$ cat config.mk
export PLATFORM = sky130hd
export DESIGN_NAME = axi_wr_arbiter
export DESIGN_NICKNAME = d
export VERILOG_FILES = /design/src/rtl/axi_arb_pkg.sv /design/src/rtl/axi_arb_gfifo.sv /design/src/rtl/axi_wr_arbiter.sv
export SDC_FILE = /design/constraint.sdc
export NUM_CORES = 1
export LEC_CHECK = 0
export ABC_AREA = 1
export CORE_AREA = 2 2 115 117
export DETAILED_ROUTE_END_ITERATION = 10
export DIE_AREA = 0 0 117 119
export HOLD_SLACK_MARGIN = 0.03
export PLACE_DENSITY_LB_ADDON = 0.05
export SYNTH_ARGS = -nofsm -noshare
export SYNTH_HDL_FRONTEND = slang
export SYNTH_SLANG_ARGS = --single-unit
$ cat constraint.sdc
create_clock -name clk -period 2.7 [get_ports clk]
set_input_delay 0.675 -clock clk [delete_from_list [all_inputs] [get_ports clk]]
set_output_delay 0.675 -clock clk [all_outputs]
set_load 0.005 [all_outputs]
$ cat src/rtl/axi_arb_pkg.sv
// rtl/axi_arb_pkg.sv - shared widths, AW payload struct and AW FSM states for the write arbiter
package axi_arb_pkg;

    localparam int ID_W   = 4;
    localparam int ADDR_W = 32;
    localparam int DATA_W = 32;
    localparam int STRB_W = 4;

    // id carries the master index in its top bit
    typedef struct packed {
        logic [ID_W:0]   id;
        logic [ADDR_W-1:0] addr;
        logic [3:0]      len;
        logic [2:0]      size;
        logic [1:0]      burst;
    } aw_payload_t;

    typedef enum logic {
        ARB  = 1'b0,
        SEND = 1'b1
    } aw_state_t;

endpackage

$ cat src/rtl/axi_arb_gfifo.sv
// rtl/axi_arb_gfifo.sv - 1-bit grant-order FIFO recording which master owns each granted burst
module axi_arb_gfifo #(
    parameter int DEPTH = 4
) (
    input  logic clk,
    input  logic rst_n,
    input  logic push,
    input  logic din,
    input  logic pop,
    output logic dout,
    output logic full,
    output logic empty
);

    localparam int PTR_W = $clog2(DEPTH);
    localparam logic [PTR_W:0] FULL_CNT = (PTR_W+1)'(DEPTH);

    logic [DEPTH-1:0] mem;
    logic [PTR_W-1:0] wr_ptr;
    logic [PTR_W-1:0] rd_ptr;
    logic [PTR_W:0]   count;
    logic             do_push;
    logic             do_pop;

    assign full    = (count == FULL_CNT);
    assign empty   = (count == '0);
    assign dout    = mem[rd_ptr];
    assign do_pop  = pop & ~empty;
    // a pop in the same cycle frees the slot a full-FIFO push needs
    assign do_push = push & (~full | do_pop);

    always_ff @(posedge clk or negedge rst_n) begin
        if (!rst_n) begin
            mem    <= '0;
            wr_ptr <= '0;
            rd_ptr <= '0;
            count  <= '0;
        end else begin
            if (do_push) begin
                mem[wr_ptr] <= din;
                wr_ptr      <= wr_ptr + 1'b1;
            end
            if (do_pop) begin
                rd_ptr <= rd_ptr + 1'b1;
            end
            case ({do_push, do_pop})
                2'b10:   count <= count + 1'b1;
                2'b01:   count <= count - 1'b1;
                default: count <= count;
            endcase
        end
    end

endmodule

$ cat src/rtl/axi_wr_arbiter.sv
// rtl/axi_wr_arbiter.sv - two-master AXI3 write-path arbiter: RR on AW, grant-ordered W, ID-routed B
module axi_wr_arbiter
    import axi_arb_pkg::*;
#(
    parameter int GFIFO_DEPTH = 4
) (
    input  logic              clk,
    input  logic              rst_n,
    input  logic [ID_W-1:0]   m0_awid,
    input  logic [ADDR_W-1:0] m0_awaddr,
    input  logic [3:0]        m0_awlen,
    input  logic [2:0]        m0_awsize,
    input  logic [1:0]        m0_awburst,
    input  logic              m0_awvalid,
    output logic              m0_awready,
    input  logic [ID_W-1:0]   m0_wid,
    input  logic [DATA_W-1:0] m0_wdata,
    input  logic [STRB_W-1:0] m0_wstrb,
    input  logic              m0_wlast,
    input  logic              m0_wvalid,
    output logic              m0_wready,
    output logic [ID_W-1:0]   m0_bid,
    output logic [1:0]        m0_bresp,
    output logic              m0_bvalid,
    input  logic              m0_bready,
    input  logic [ID_W-1:0]   m1_awid,
    input  logic [ADDR_W-1:0] m1_awaddr,
    input  logic [3:0]        m1_awlen,
    input  logic [2:0]        m1_awsize,
    input  logic [1:0]        m1_awburst,
    input  logic              m1_awvalid,
    output logic              m1_awready,
    input  logic [ID_W-1:0]   m1_wid,
    input  logic [DATA_W-1:0] m1_wdata,
    input  logic [STRB_W-1:0] m1_wstrb,
    input  logic              m1_wlast,
    input  logic              m1_wvalid,
    output logic              m1_wready,
    output logic [ID_W-1:0]   m1_bid,
    output logic [1:0]        m1_bresp,
    output logic              m1_bvalid,
    input  logic              m1_bready,
    output logic [ID_W:0]     s_awid,
    output logic [ADDR_W-1:0] s_awaddr,
    output logic [3:0]        s_awlen,
    output logic [2:0]        s_awsize,
    output logic [1:0]        s_awburst,
    output logic              s_awvalid,
    input  logic              s_awready,
    output logic [ID_W:0]     s_wid,
    output logic [DATA_W-1:0] s_wdata,
    output logic [STRB_W-1:0] s_wstrb,
    output logic              s_wlast,
    output logic              s_wvalid,
    input  logic              s_wready,
    input  logic [ID_W:0]     s_bid,
    input  logic [1:0]        s_bresp,
    input  logic              s_bvalid,
    output logic              s_bready
);

    aw_state_t   state, state_nx;
    logic        last, last_nx;
    aw_payload_t aw_q, aw_nx;
    logic        grant_idx;
    logic        gf_push;
    logic        gf_head;
    logic        gf_full;
    logic        gf_empty;
    logic        w_pop;
    logic        can_grant;
    logic        b_dst;

    axi_arb_gfifo #(.DEPTH(GFIFO_DEPTH)) u_gfifo (
        .clk   (clk),
        .rst_n (rst_n),
        .push  (gf_push),
        .din   (grant_idx),
        .pop   (w_pop),
        .dout  (gf_head),
        .full  (gf_full),
        .empty (gf_empty)
    );

    assign w_pop     = s_wvalid & s_wready & s_wlast;
    assign can_grant = ~gf_full | w_pop;

    always_ff @(posedge clk or negedge rst_n) begin
        if (!rst_n) begin
            state <= ARB;
            last  <= 1'b1;
            aw_q  <= '0;
        end else begin
            state <= state_nx;
            last  <= last_nx;
            aw_q  <= aw_nx;
        end
    end

    // rst_n gating keeps awready low while reset is held, whatever awvalid does
    always_comb begin
        state_nx   = state;
        last_nx    = last;
        aw_nx      = aw_q;
        grant_idx  = 1'b0;
        gf_push    = 1'b0;
        m0_awready = 1'b0;
        m1_awready = 1'b0;
        case (state)
            ARB: begin
                if (rst_n && can_grant && (m0_awvalid || m1_awvalid)) begin
                    grant_idx = (m0_awvalid && m1_awvalid) ? ~last : m1_awvalid;
                    gf_push   = 1'b1;
                    last_nx   = grant_idx;
                    state_nx  = SEND;
                    if (grant_idx) begin
                        m1_awready = 1'b1;
                        aw_nx = '{id: {1'b1, m1_awid}, addr: m1_awaddr, len: m1_awlen,
                                  size: m1_awsize, burst: m1_awburst};
                    end else begin
                        m0_awready = 1'b1;
                        aw_nx = '{id: {1'b0, m0_awid}, addr: m0_awaddr, len: m0_awlen,
                                  size: m0_awsize, burst: m0_awburst};
                    end
                end
            end
            SEND: begin
                if (s_awready) begin
                    state_nx = ARB;
                end
            end
            default: state_nx = ARB;
        endcase
    end

    assign s_awvalid = (state == SEND);
    assign s_awid    = aw_q.id;
    assign s_awaddr  = aw_q.addr;
    assign s_awlen   = aw_q.len;
    assign s_awsize  = aw_q.size;
    assign s_awburst = aw_q.burst;

    // W follows the grant FIFO head; the other master stays stalled
    always_comb begin
        s_wid     = gf_head ? {1'b1, m1_wid} : {1'b0, m0_wid};
        s_wdata   = gf_head ? m1_wdata : m0_wdata;
        s_wstrb   = gf_head ? m1_wstrb : m0_wstrb;
        s_wlast   = gf_head ? m1_wlast : m0_wlast;
        s_wvalid  = 1'b0;
        m0_wready = 1'b0;
        m1_wready = 1'b0;
        if (!gf_empty) begin
            s_wvalid = gf_head ? m1_wvalid : m0_wvalid;
            if (gf_head) begin
                m1_wready = s_wready;
            end else begin
                m0_wready = s_wready;
            end
        end
    end

    assign b_dst     = s_bid[ID_W];
    assign m0_bvalid = rst_n & s_bvalid & ~b_dst;
    assign m1_bvalid = rst_n & s_bvalid & b_dst;
    assign m0_bid    = s_bid[ID_W-1:0];
    assign m1_bid    = s_bid[ID_W-1:0];
    assign m0_bresp  = s_bresp;
    assign m1_bresp  = s_bresp;
    assign s_bready  = rst_n & (b_dst ? m1_bready : m0_bready);

endmodule
==> results.sh, run 1 <==
export IMPL_drive_gt1_share_pct=7.34
export IMPL_synthTopCellsByCount="373 x nand2_1, 58 x dfrtp_1, 55 x nand3_1"
export IMPL_track_usage_pct=19.9
export IMPL_final_nets=1063
export IMPL_synth_area_leaders="dfrtp_1 38%, nand2_1 37%, nand3_1 7.3%"
export IMPL_diodes=0
export IMPL_seqPwrFrac_pct=22.4
export IMPL_postRouteAntennaNets=0
export IMPL_p_per_area_nw_per_um2=992
export IMPL_internal_power_mw=4.48
export IMPL_multi_input_comb_area_um2=1990
export IMPL_hold_path_class="input pin to async pin"
export IMPL_grt_pass1_vias=4417
export IMPL_leakage_nw=4.00
export IMPL_first_iter_violations=195
export IMPL_gp_congestion=0.773
export IMPL_h_tree_depth=3
export IMPL_overflow=0
export IMPL_area_growth_syn_to_layout_pct=92.2
export IMPL_viasPerCell=4.40
export IMPL_place_area_um2=6700
export IMPL_die_y_um=119
export IMPL_rsz0062_at_grt="true"
export IMPL_syn_nets=788
export IMPL_grt_max_degree=51
export IMPL_peakVddDrop_mv=0.465
export IMPL_drv_slew=0
export IMPL_p_sw_mw=2.71
export IMPL_syn_area_per_cell_um2=6.37
export IMPL_fp_row_count=42
export IMPL_synth_edf_count=0
export IMPL_wl_per_cell_um=13.8
export IMPL_fin_crit_ns=2.68
export IMPL_ys_flop_type="dfrtp_1"
export IMPL_drcViolationCount=0
export IMPL_synth_yosys_seq_area_share_pct=39.2
export IMPL_fin_crit_sh_pct=99.2
export IMPL_core_area_um2=12900
export IMPL_clock_path_buffers=2
export IMPL_wl_mm=14.5
export IMPL_ys_ff_latch=59
export IMPL_syn_area_um2=3770
export IMPL_skew_ns=0.00939
export IMPL_cp_arrival_ns=2.00
export IMPL_place_inst=1024
export IMPL_cts_tree="built"
export IMPL_ys_async_sr_fraction_pct=100
export IMPL_criticalPathCategory="input pin to primary output"
export IMPL_worst_pin_slew_ns=0.523
export IMPL_setup_viol=0
export IMPL_crit_path_end_kind="primary output"
export IMPL_outcome="complete, no violations"
export IMPL_synth_most_common_cell="nand2_1"
export IMPL_synth_top_area_share_pct=38.5
export IMPL_switching_share_pct=37.6
export IMPL_cap_viol_max_count=0
export IMPL_combinationalPowerShare_pct=61.7
export IMPL_dieArea_um2=13900
export IMPL_fin_area_um2=7250
export IMPL_die_width_um=117
export IMPL_yosysWarnings=0
export IMPL_grt_pass1_wl_mm=21.7
export IMPL_cts_root_buf="clkbuf_16"
export IMPL_fillers=1236
export IMPL_slew_headroom_pct=65.2
export IMPL_clk_pin_slew_ns=0.05
export IMPL_synth_largest_area_cell="dfrtp_1"
export IMPL_vias=4613
export IMPL_io_pin_count=299
export IMPL_synthDistinctLibCells=24
export IMPL_final_cells=1048
export IMPL_critPathLaunchType="input pin"
export IMPL_p_clk_share_pct=15.9
export IMPL_dr_pass1_iters=4
export IMPL_cp_required_ns=2.03
export IMPL_portBuffers=280
export IMPL_initial_core_util_pct=29.3
export IMPL_seqCellArea_um2=1480
export IMPL_place_hpwl_mm=11.1
export IMPL_cts_num_sinks=59
export IMPL_final_hold_violation_count=0
export IMPL_synth_cells=592
export IMPL_clock_latency_ns=0.33
export IMPL_max_freq_mhz=373
export IMPL_numCtsBuffers=9
export IMPL_antenna_found_initial=0
export IMPL_cp_max_fo=2
export IMPL_cts_hold_buf=0
-- placed cells by master (no fill, tap or decap), types with 4 or more instances in the layout --
cell type,count
buf_4,26
clkbuf_16,9
clkdlybuf4s50_1,232
dfrtp_1,57
dlymetal6s2s_1,42
ha_1,5
inv_1,18
nand2_1,373
nand3_1,52
nand3_2,5
nand4_1,4
nor2_1,6
-- worst max-delay path, cell delays in order --
cell and delay (ns):
clkdlybuf4s50_1 0.47, nand3b_1 0.10, nand2_1 0.11, o21bai_4 0.19, buf_6 0.12, nand3_2 0.06
inv_1 0.08, clkdlybuf4s15_2 0.20
-- per-stage QoR --
stage | total power [mW] | setup slack [ns] | TNS, ns | hold WS [ns] | utilization, %
after floorplan | 3.43 | 0.357 | 0 | 0.379 | -
after global placement | 5.95 | -0.344 | -0.828 | 0.453 | 52.1
after detailed placement | 6.01 | -0.356 | -1.08 | 0.457 | 52.1
after CTS | 7.24 | -0.0633 | -1.17 | 0.458 | 54.8
after global routing | 7.77 | -0.0371 | -0.0371 | 0.461 | 56.3
final | 7.19 | 0.0203 | 0 | 0.441 | 56.3
-- power by group through the flow --
stage,logic [mW],clock network [mW],registers (mW)
after floorplan,1.80,0,1.62
after global placement,4.35,0,1.61
after detailed placement,4.40,0,1.61
after CTS,4.45,1.17,1.61
after global routing,4.88,1.23,1.66
final,4.44,1.15,1.61
-- worst paths after layout --
kind | depth (start not counted) | slack (ns) | endpoint | start
worst min-delay path | 2 | 0.44 | s_awaddr[4]$_DFFE_PN0P_ | rst_n
worst min register to register | 2 | 0.46 | s_awaddr[19]$_DFFE_PN0P_ | s_awaddr[19]$_DFFE_PN0P_
max in group asynchronous | 3 | 1.71 | last$_DFFE_PN1P_ | rst_n
min in group clk | 2 | 0.46 | s_awaddr[19]$_DFFE_PN0P_ | s_awaddr[19]$_DFFE_PN0P_
worst max-delay path | 8 | 0.02 | m1_awready | m1_wlast
worst max register to register | 15 | 0.27 | u_gfifo.count[2]$_DFFE_PN0P_ | u_gfifo.rd_ptr[0]$_DFFE_PN0P_
-- layout make-up --
type,count,share of cell area [%]
Clock buffer,12,3.54
Clock inverter,4,0.673
Inverter,20,1.09
Multi-Input combinational cell,466,27.5
Sequential cell,59,20.4
Tap cell,176,3.04
Timing Repair Buffer,311,43.8
-- sequential cells by signal (all words and copies together), names as in the netlist --
| signal | count |
|---|---|
| u_gfifo.mem | 4 |
| s_awvalid | 1 |
| s_awid | 5 |
| last | 1 |
| u_gfifo.rd_ptr | 2 |
| u_gfifo.count | 3 |
| s_awaddr | 32 |
| s_awlen | 4 |
| u_gfifo.wr_ptr | 2 |
| s_awsize | 3 |
| s_awburst | 2 |
-- per-layer routing --
metal	wire (µm)	track usage, %	vias up
li1	-	-	2348
met1	5380	20.2	2074
met2	7460	37.3	175
met3	1390	6.97	16
met4	276	6.32	0
met5	0	0	-
-- cell families (layout without fill, tap and decap cells) --
logic type | Yosys count | count (layout) | synth area share [%]
AOI/OAI and AO/OA | 6 | 6 | 0.962
xor gates and xnor gates | 4 | 4 | 0.929
adders and majority gates | 6 | 6 | 2.19
buffers and inverters | 67 | 347 | 9.19
DFF | 59 | 59 | 39.2
and+or+nand+nor | 450 | 450 | 47.6
-- repair_timing --
action / CTS / global route
hold endpoints to repair: 0 / 0
gates resized for setup: 13 / 61
cloned: 0 / 0
pin swaps: 3 / 5
setup endpoints to repair: 44 / 44
setup buffers: 4 / 4
No activity file was read; power rests on OpenSTA's default activity.
==> run 2: changes to the inputs <==
- CAP_MARGIN: unset -> 20
- SETUP_SLACK_MARGIN: unset -> 0.2
- SKIP_CTS_REPAIR_TIMING: unset -> 1
==> results.sh, run 2 (same netlist as run 1, synthesis figures left out) <==
export IMPL_viasPerCell=4.40
export IMPL_initial_core_util_pct=29.3
export IMPL_peakVddDrop_mv=0.461
export IMPL_wl_mm=14.4
export IMPL_reg2reg_from="u_gfifo.rd_ptr[0]$_DFFE_PN0P_"
export IMPL_die_width_um=117
export IMPL_numCtsBuffers=9
export IMPL_clk_pin_slew_ns=0.05
export IMPL_fillers=1239
export IMPL_h_tree_depth=3
export IMPL_cp_required_ns=2.03
export IMPL_layout_commonest_cell="nand2_1"
export IMPL_drv_slew=0
export IMPL_wl_per_cell_um=13.8
export IMPL_diodes=0
export IMPL_cts_tree="built"
export IMPL_multi_input_comb_area_um2=2040
export IMPL_fp_row_count=42
export IMPL_cp_max_fo=20
export IMPL_dr_pass1_iters=4
export IMPL_criticalPathCategory="flop to primary output"
export IMPL_rsz0062_at_grt="true"
export IMPL_reg2reg_to="u_gfifo.count[1]$_DFFE_PN0P_"
export IMPL_antenna_found_initial=0
export IMPL_reg2reg_depth=13
export IMPL_fin_crit_sh_pct=99.5
export IMPL_cts_root_buf="clkbuf_16"
export IMPL_leakage_nw=3.71
export IMPL_max_freq_mhz=372
export IMPL_outcome="complete, no violations"
export IMPL_fin_crit_ns=2.69
export IMPL_critPathLaunchType="flop"
export IMPL_clock_latency_ns=0.33
export IMPL_vias=4608
export IMPL_clock_path_buffers=2
export IMPL_postRouteAntennaNets=0
export IMPL_r2r_slack_ns=0.31
export IMPL_setup_viol=0
export IMPL_seqCellArea_um2=1480
export IMPL_overflow=0
export IMPL_final_cell_mix="370 x nand2_1, 265 x clkdlybuf4s50_1, 57 x dfrtp_1, 52 x nand3_1, 26 x buf_4"
export IMPL_cap_viol_max_count=0
export IMPL_io_pin_count=299
export IMPL_place_hpwl_mm=11.1
export IMPL_gp_congestion=0.773
export IMPL_final_nets=1062
export IMPL_track_usage_pct=19.9
export IMPL_drcViolationCount=0
export IMPL_grt_pass1_wl_mm=21.6
export IMPL_hold_path_class="input pin to async pin"
export IMPL_grt_max_degree=51
export IMPL_worst_pin_slew_ns=0.523
export IMPL_core_area_um2=12900
export IMPL_largest_register_ffs=32
export IMPL_dieArea_um2=13900
export IMPL_cts_num_sinks=59
export IMPL_cp_arrival_ns=2.01
export IMPL_hold_ws_ns=0.439
export IMPL_p_per_area_nw_per_um2=1020
export IMPL_die_y_um=119
export IMPL_slew_headroom_pct=65.1
export IMPL_first_iter_violations=175
export IMPL_final_hold_violation_count=0
export IMPL_area_growth_syn_to_layout_pct=90.3
export IMPL_portBuffers=280
export IMPL_skew_ns=0.00931
export IMPL_crit_path_end_kind="primary output"
export IMPL_drive_gt1_share_pct=8.15
export IMPL_grt_pass1_vias=4401
export IMPL_totalPowerFinal_mw=7.30
-- run 2: changes by cell type in the layout (fill, tap and decap cells not counted), sizes merged --
cell and change:
dlygate4sd2 -3, dlymetal6s2s -30, clkdlybuf4s50 +33, clkinv +1, buf -1, clkbuf +1, clkdlybuf4s15 -1, clkinvlp -1
-- run 2: metrics by stage --
step	area (µm²)	TNS [ns]	instances	util, %	setup WS (ns)
after floorplan	3770	0	592	-	0.357
after global placement	6700	-0.828	1024	52.1	-0.344
after detailed placement	6700	-1.08	1024	52.1	-0.356
after CTS	7010	-2.49	1040	54.4	-0.365
after global routing	7180	-2.57	1047	55.8	-0.126
final	7180	0	1047	55.8	0.0142
-- run 2: where the power goes --
group	switching, mW	internal, mW	leakage (nW)
clock network	0.383	0.761	0.153
registers	0.270	1.34	0.733
logic	2.08	2.46	2.82
-- run 2: area by class of cell --
cell class / instances / area share, %
Inverter: 20 / 1.05
Clock inverter: 4 / 0.680
Timing Repair Buffer: 310 / 42.6
Clock buffer: 12 / 3.57
Tap cell: 176 / 3.07
Multi-Input combinational cell: 466 / 28.4
Sequential cell: 59 / 20.6
-- run 2: metal layers --
metal	wire length, µm	global-route usage, %	part of all wire (%)	up-vias
met2	7420	36.9	51	169
met3	1380	6.97	9.5	18
met5	0	0	0	-
met1	5320	20.3	37	2074
met4	301	6.62	2.1	0
li1	-	-	-	2347
-- run 2: worst max path at each step --
| stage | startpoint | end | slack [ns] | cells past startpoint |
|---|---|---|---|---|
| finish | u_gfifo.rd_ptr[0]$_DFFE_PN0P_ | s_wdata[17] | 0.01 | 9 |
| global route | u_gfifo.rd_ptr[0]$_DFFE_PN0P_ | s_wdata[17] | -0.13 | 9 |
| CTS | s_wready | m1_awready | -0.36 | 8 |
| detailed placement | s_wready | m1_awready | -0.36 | 8 |
| global placement | s_wready | m1_awready | -0.34 | 8 |
| floorplan | m1_wlast | u_gfifo.count[2]$_DFFE_PN0P_ | 0.36 | 11 |
-- run 2: critical path, stage by stage (launching register included) --
cell and delay [ns]:
dfrtp_2 0.43, inv_2 0.07, nand2_1 0.06, nand3_2 0.11, nand2_4 0.08, clkinv_1 0.09
buf_6 0.19, nand2_1 0.08, nand2_1 0.06, clkdlybuf4s50_1 0.52
==> run 3: changes to the inputs <==
- CTS_CLUSTER_SIZE: unset -> 28
==> results of run 3 <==
The final DEF is identical to that of run 2; final timing and power are the same.
